## src/rtl/rr_arb_mux.sv

```systemverilog
// rr_arb_mux -- registered N:1 datapath mux with round-robin arbitration.
//
// Collects beats from NUM_CH valid/ready producers and presents one beat per
// cycle to a single consumer through one output register stage. The channel
// search starts one past the last granted channel and wraps, so grants rotate
// fairly when every channel is busy. A beat is accepted in the same cycle the
// consumer drains the previous one, so there are no bubbles.
//
// Optional feature (macro ARB_MUX_LOCK_EN): burst lock. A beat accepted with
// in_last=0 locks arbitration onto its channel until a beat with in_last=1 is
// accepted. Without the macro in_last is ignored.
//
// Parameters:
//   WIDTH  data width per channel
//   NUM_CH number of input channels (2..16)
//   SEL_W  channel index width, must equal $clog2(NUM_CH)
//
// Ports:
//   clk, rst_n  rising-edge clock, asynchronous active-low reset
//   in_data     channel i data at [i*WIDTH +: WIDTH]
//   in_valid    per-channel valid
//   in_last     per-channel end-of-burst marker (lock build only)
//   in_ready    per-channel ready, one-hot or zero
//   out_data    registered data of the accepted beat
//   out_ch      index of the channel that produced out_data
//   out_valid   out_data/out_ch hold a beat
//   out_ready   consumer accepts the beat

// Per-channel request masking and ready generation.
module rr_arb_mux_lane #(
  parameter int SEL_W = 3,
  parameter int IDX   = 0
) (
  input  logic             valid,
  input  logic             lock,
  input  logic [SEL_W-1:0] ptr,
  input  logic             gnt_found,
  input  logic [SEL_W-1:0] gnt_idx,
  input  logic             load_en,
  output logic             req,
  output logic             ready
);
  logic own;

  // While locked, ptr is the locked channel: only it may request.
  assign own   = (ptr == SEL_W'(IDX));
  assign req   = valid && (!lock || own);
  assign ready = load_en && gnt_found && (gnt_idx == SEL_W'(IDX));
endmodule

module rr_arb_mux #(
  parameter int WIDTH  = 32,
  parameter int NUM_CH = 8,
  parameter int SEL_W  = 3
) (
  input  logic                    clk,
  input  logic                    rst_n,
  input  logic [NUM_CH*WIDTH-1:0] in_data,
  input  logic [NUM_CH-1:0]       in_valid,
  input  logic [NUM_CH-1:0]       in_last,
  output logic [NUM_CH-1:0]       in_ready,
  output logic [WIDTH-1:0]        out_data,
  output logic [SEL_W-1:0]        out_ch,
  output logic                    out_valid,
  input  logic                    out_ready
);
  localparam int STAGES = 1;

  typedef struct packed {
    logic [SEL_W-1:0] ch;
    logic [WIDTH-1:0] data;
  } beat_t;

  logic [STAGES:0]    vld_pipe;
  beat_t              out_q;
  beat_t              beat_d;
  logic [SEL_W-1:0]   ptr_q;
  logic               lock;
  logic [NUM_CH-1:0]  req;
  logic               gnt_found;
  logic [SEL_W-1:0]   gnt_idx;
  logic               load_en;
  logic               xfer;

  // Output register can take a new beat when empty or being drained.
  assign load_en = !vld_pipe[STAGES] || out_ready;
  assign xfer    = load_en && gnt_found;

  // Per-channel lanes.
  for (genvar i = 0; i < NUM_CH; i++) begin : g_lane
    rr_arb_mux_lane #(
      .SEL_W (SEL_W),
      .IDX   (i)
    ) u_lane (
      .valid     (in_valid[i]),
      .lock      (lock),
      .ptr       (ptr_q),
      .gnt_found (gnt_found),
      .gnt_idx   (gnt_idx),
      .load_en   (load_en),
      .req       (req[i]),
      .ready     (in_ready[i])
    );
  end

  // Round-robin search from ptr+1, wrapping; first requester wins.
  // Offset NUM_CH lands back on ptr itself, so a lone repeat requester wins.
  always_comb begin
    gnt_found = 1'b0;
    gnt_idx   = '0;
    for (int k = 1; k <= NUM_CH; k++) begin
      if (!gnt_found && req[(int'(ptr_q) + k) % NUM_CH]) begin
        gnt_found = 1'b1;
        gnt_idx   = SEL_W'((int'(ptr_q) + k) % NUM_CH);
      end
    end
  end

  always_comb begin
    beat_d.ch   = gnt_idx;
    beat_d.data = in_data[int'(gnt_idx)*WIDTH +: WIDTH];
  end

  always_comb vld_pipe[0] = gnt_found;

  always_ff @(posedge clk or negedge rst_n) begin
    if (!rst_n) begin
      vld_pipe[STAGES:1] <= '0;
      out_q              <= '0;
      ptr_q              <= SEL_W'(NUM_CH - 1);
    end else if (load_en) begin
      vld_pipe[1] <= vld_pipe[0];
      if (xfer) begin
        out_q <= beat_d;
        ptr_q <= gnt_idx;
      end
    end
  end

`ifdef ARB_MUX_LOCK_EN
  logic lock_q;

  // Locked channel is always ptr_q, since the lock is taken on its transfer.
  always_ff @(posedge clk or negedge rst_n) begin
    if (!rst_n)    lock_q <= 1'b0;
    else if (xfer) lock_q <= !in_last[gnt_idx];
  end

  assign lock = lock_q;
`else
  logic unused_in_last;

  assign lock           = 1'b0;
  assign unused_in_last = ^in_last;
`endif

  assign out_valid = vld_pipe[STAGES];
  assign out_data  = out_q.data;
  assign out_ch    = out_q.ch;
endmodule

```

## config.mk

```make
export PLATFORM = sky130hd
export DESIGN_NAME = rr_arb_mux
export DESIGN_NICKNAME = d
export VERILOG_FILES = /design/src/rtl/rr_arb_mux.sv
export SDC_FILE = /design/constraint.sdc
export NUM_CORES = 1
export LEC_CHECK = 0
export BUFFER_PORTS_ARGS = -buffer_cell sky130_fd_sc_hd__buf_2
export CAP_MARGIN = 20
export CORE_ASPECT_RATIO = 1.1
export CORE_MARGIN = 8
export CORE_UTILIZATION = 39
export DETAILED_ROUTE_END_ITERATION = 10
export PLACE_DENSITY = 0.87
export RECOVER_POWER = 25
export SLEW_MARGIN = 20
export SYNTH_ARGS = -nofsm -noshare
export SYNTH_HDL_FRONTEND = slang
export SYNTH_HIERARCHICAL = 1
export SYNTH_SLANG_ARGS = --single-unit
```

## constraint.sdc

```tcl
create_clock -name clk -period 4.63 [get_ports clk]
set_input_delay 0.2315 -clock clk [delete_from_list [all_inputs] [get_ports clk]]
set_output_delay 0.2315 -clock clk [all_outputs]
set_load 0.03 [all_outputs]
```

==> reports/metrics.cfg <==
[yosys]
yosysSeqAreaShare_pct = 20.2
syn-cell-area_um2 = 4850
ys_seq_elements = 39
yosysUniqueCellTypes = 59
yosysWarnings = 6
postSynthAreaPerCell_um2 = 8.94
synthArstFlopShare_pct = 100
syn_inst = 543
synth_edf_count = 0
ys.flop_type = dfrtp_1

[worst_setup_path]
r2r_slack_ns = 0.31
end_kind = output port
cp.required_ns = 4.40
critPathLaunchType = flip-flop
cp-startpoint = ptr_q[1]$_DFFE_PN1P_
arrival_ns = 4.11
worst-setup-path-type = flip-flop to output port
cp_max_fo = 37
rr_startpoint = ptr_q[1]$_DFFE_PN1P_
r2r_cells = 13
endpoint = in_ready[6]
r2r-end = out_data[3]$_DFFE_PN0P_

[cells_and_area]
drive_gt1_share_pct = 45.6
fin_nets = 1110
layout.cells.non_filler = 989
final_common_cell = buf_2
final_cell_mix = 309 x buf_2, 111 x mux2i_1, 72 x nand2_1
nFillCells = 1121
area_delta_synth_final_pct = 39.3
design_area_um2 = 6760

[global_route]
grt-ovfl-total = 0
grt_usage_pct = 23.7
grt_pass1_wl_um = 30800
antenna_found_initial = 1
grt_max_degree = 97
grt_pass1_vias = 5762

[routing]
wl_um = 20000
drt-wirelength-per-cell_um = 20.2
avgViaCountPerCell = 5.75
drtIter0Drc = 443
antenna_left = 0
dr.pass1.iters = 5
drc = 0
vias = 5686

[clocking]
cts_num_sinks = 39
clk_latency_ns = 0.28
cts_tree = done
htreeDepth = 2
root_buffer = clkbuf_16
numCtsBuffers = 5
ctsHoldBuffers = 0
cts_resized = 0
path_clk_slew_ns = 0.06
clock_path_buffers = 2
cts_setup_buffers = 0

[sta]
setup_violations = 0
fin_crit_sh_pct = 93.9
tightest_slew_ns = 2.23
finalHoldViolations = 0
fmax_ghz = 0.230
slew_headroom_pct = -48.4
drv_slew = 40
fin_skew_ns = 0.0113
layout_min_cycle_time_ns = 4.35

[placed_design]
postPlaceCellArea_um2 = 6610
gp_congestion = 0.853
hpwl_um = 15900
dp_cells = 980
io_buffer_count = 310

[floorplanning]
pin_count = 319
die_width_um = 122
start_util_pct = 40.2
core_region_area_um2 = 12100
die_area_um2 = 16300
die_h_um = 133
num_rows = 42

[status]
violations = max-capacitance violations, max-slew violations
outcome = complete, but fails checks

[job]
maxCapViolCount = 1

[min_path]
hold_path.class = input pin to flip-flop

## flip-flops by register name (all words and copies together), names as in the netlist
name / flops
out_data: 32
out_ch: 3
ptr_q: 3
out_valid: 1
## metrics by stage
stage / TNS, ns / hold slack (ns) / util (%) / worst slack (ns)
CTS: 0 / 0.132 / 55.8 / 0.132
floorplan: 0 / -0.0641 / - / 0.00791
finish: 0 / 0.381 / 55.9 / 0.284
detailed placement: 0 / 0.431 / 54.7 / 0.196
global route: -0.00445 / 0.394 / 55.9 / -0.00445
global placement: 0 / 0.418 / 54.7 / 0.292
## kinds of logic (layout without fill, tap and decap cells)
family | count (synthesis) | in the layout | share of synthesized area, %
flip-flops | 39 | 39 | 20.2
multiplexers | 130 | 130 | 29.2
buffers and inverters | 64 | 348 | 6.37
adder cells (fa/ha/maj) | 2 | 2 | 0.516
AND/OR/NAND/NOR | 166 | 166 | 17.2
XOR/XNOR | 4 | 4 | 0.722
AO/OA/AOI/OAI | 137 | 137 | 25.7
other | 1 | 9 | 0.0773
## how the worst min path moves through the flow
stage | cells after the start | from | endpoint | slack (ns)
3_5_place_dp | 1 | rst_n | out_data[12]$_DFFE_PN0P_ | 0.43
4_1_cts | 1 | rst_n | out_data[12]$_DFFE_PN0P_ | 0.13
5_1_grt | 4 | in_data[51] | out_data[19]$_DFFE_PN0P_ | 0.39
6_report | 4 | in_data[13] | out_data[13]$_DFFE_PN0P_ | 0.38
2_1_floorplan | 0 | rst_n | out_ch[0]$_DFFE_PN0P_ | -0.06
3_3_place_gp | 1 | rst_n | out_data[11]$_DFFE_PN0P_ | 0.42
## critical path, stage by stage, from the launching register on
cell,delay [ns]
dfstp_2,0.58
inv_1,0.10
ha_1,0.24
xnor2_1,0.37
mux4_2,0.60
a31o_2,0.28
a2111oi_0,0.42
nor4_1,0.15
o21ai_4,0.30
buf_12,0.25
nand3_1,0.12
nor3b_2,0.18
buf_2,0.22
## cells in the mapped netlist, drive strengths merged (4+ instances only)
cell / number / area [um2]
nor2: 17 / 63.8
a221o: 32 / 320
nand2: 73 / 274
inv: 11 / 41.3
mux2i: 111 / 1110
buf: 33 / 193
mux2: 11 / 124
nand2b: 5 / 31.3
nor2b: 33 / 206
a221oi: 33 / 352
o21ai: 4 / 23.8
clkbuf: 19 / 71.3
a21oi: 9 / 45.0
dfrtp: 36 / 901
a311oi: 33 / 289
mux4: 8 / 180
nand3: 12 / 60.1
a21boi: 6 / 45.0
## layer usage
metal  GRT usage [%]  part of all wire [%]  wire (um)
met1            28.5                    39       7700
met2            40.4                    51      10100
met3            5.70                   8.5       1690
met4            7.19                   2.5        499
met5               0                     0          0
## layout make-up
type,instances,area [um2],share of cell area [%]
repair buffers,328,1760,26.1
diodes,1,2.50,0.0370
well taps,154,193,2.85
clock inverters,2,12.5,0.185
flip-flops and latches,39,980,14.5
inverters,12,45.0,0.666
multi-input cells,447,3630,53.8
clock buffers,6,129,1.91
Power is not shown: default switching activity piles up to over one toggle a cycle in this logic, so the estimate is an artifact.
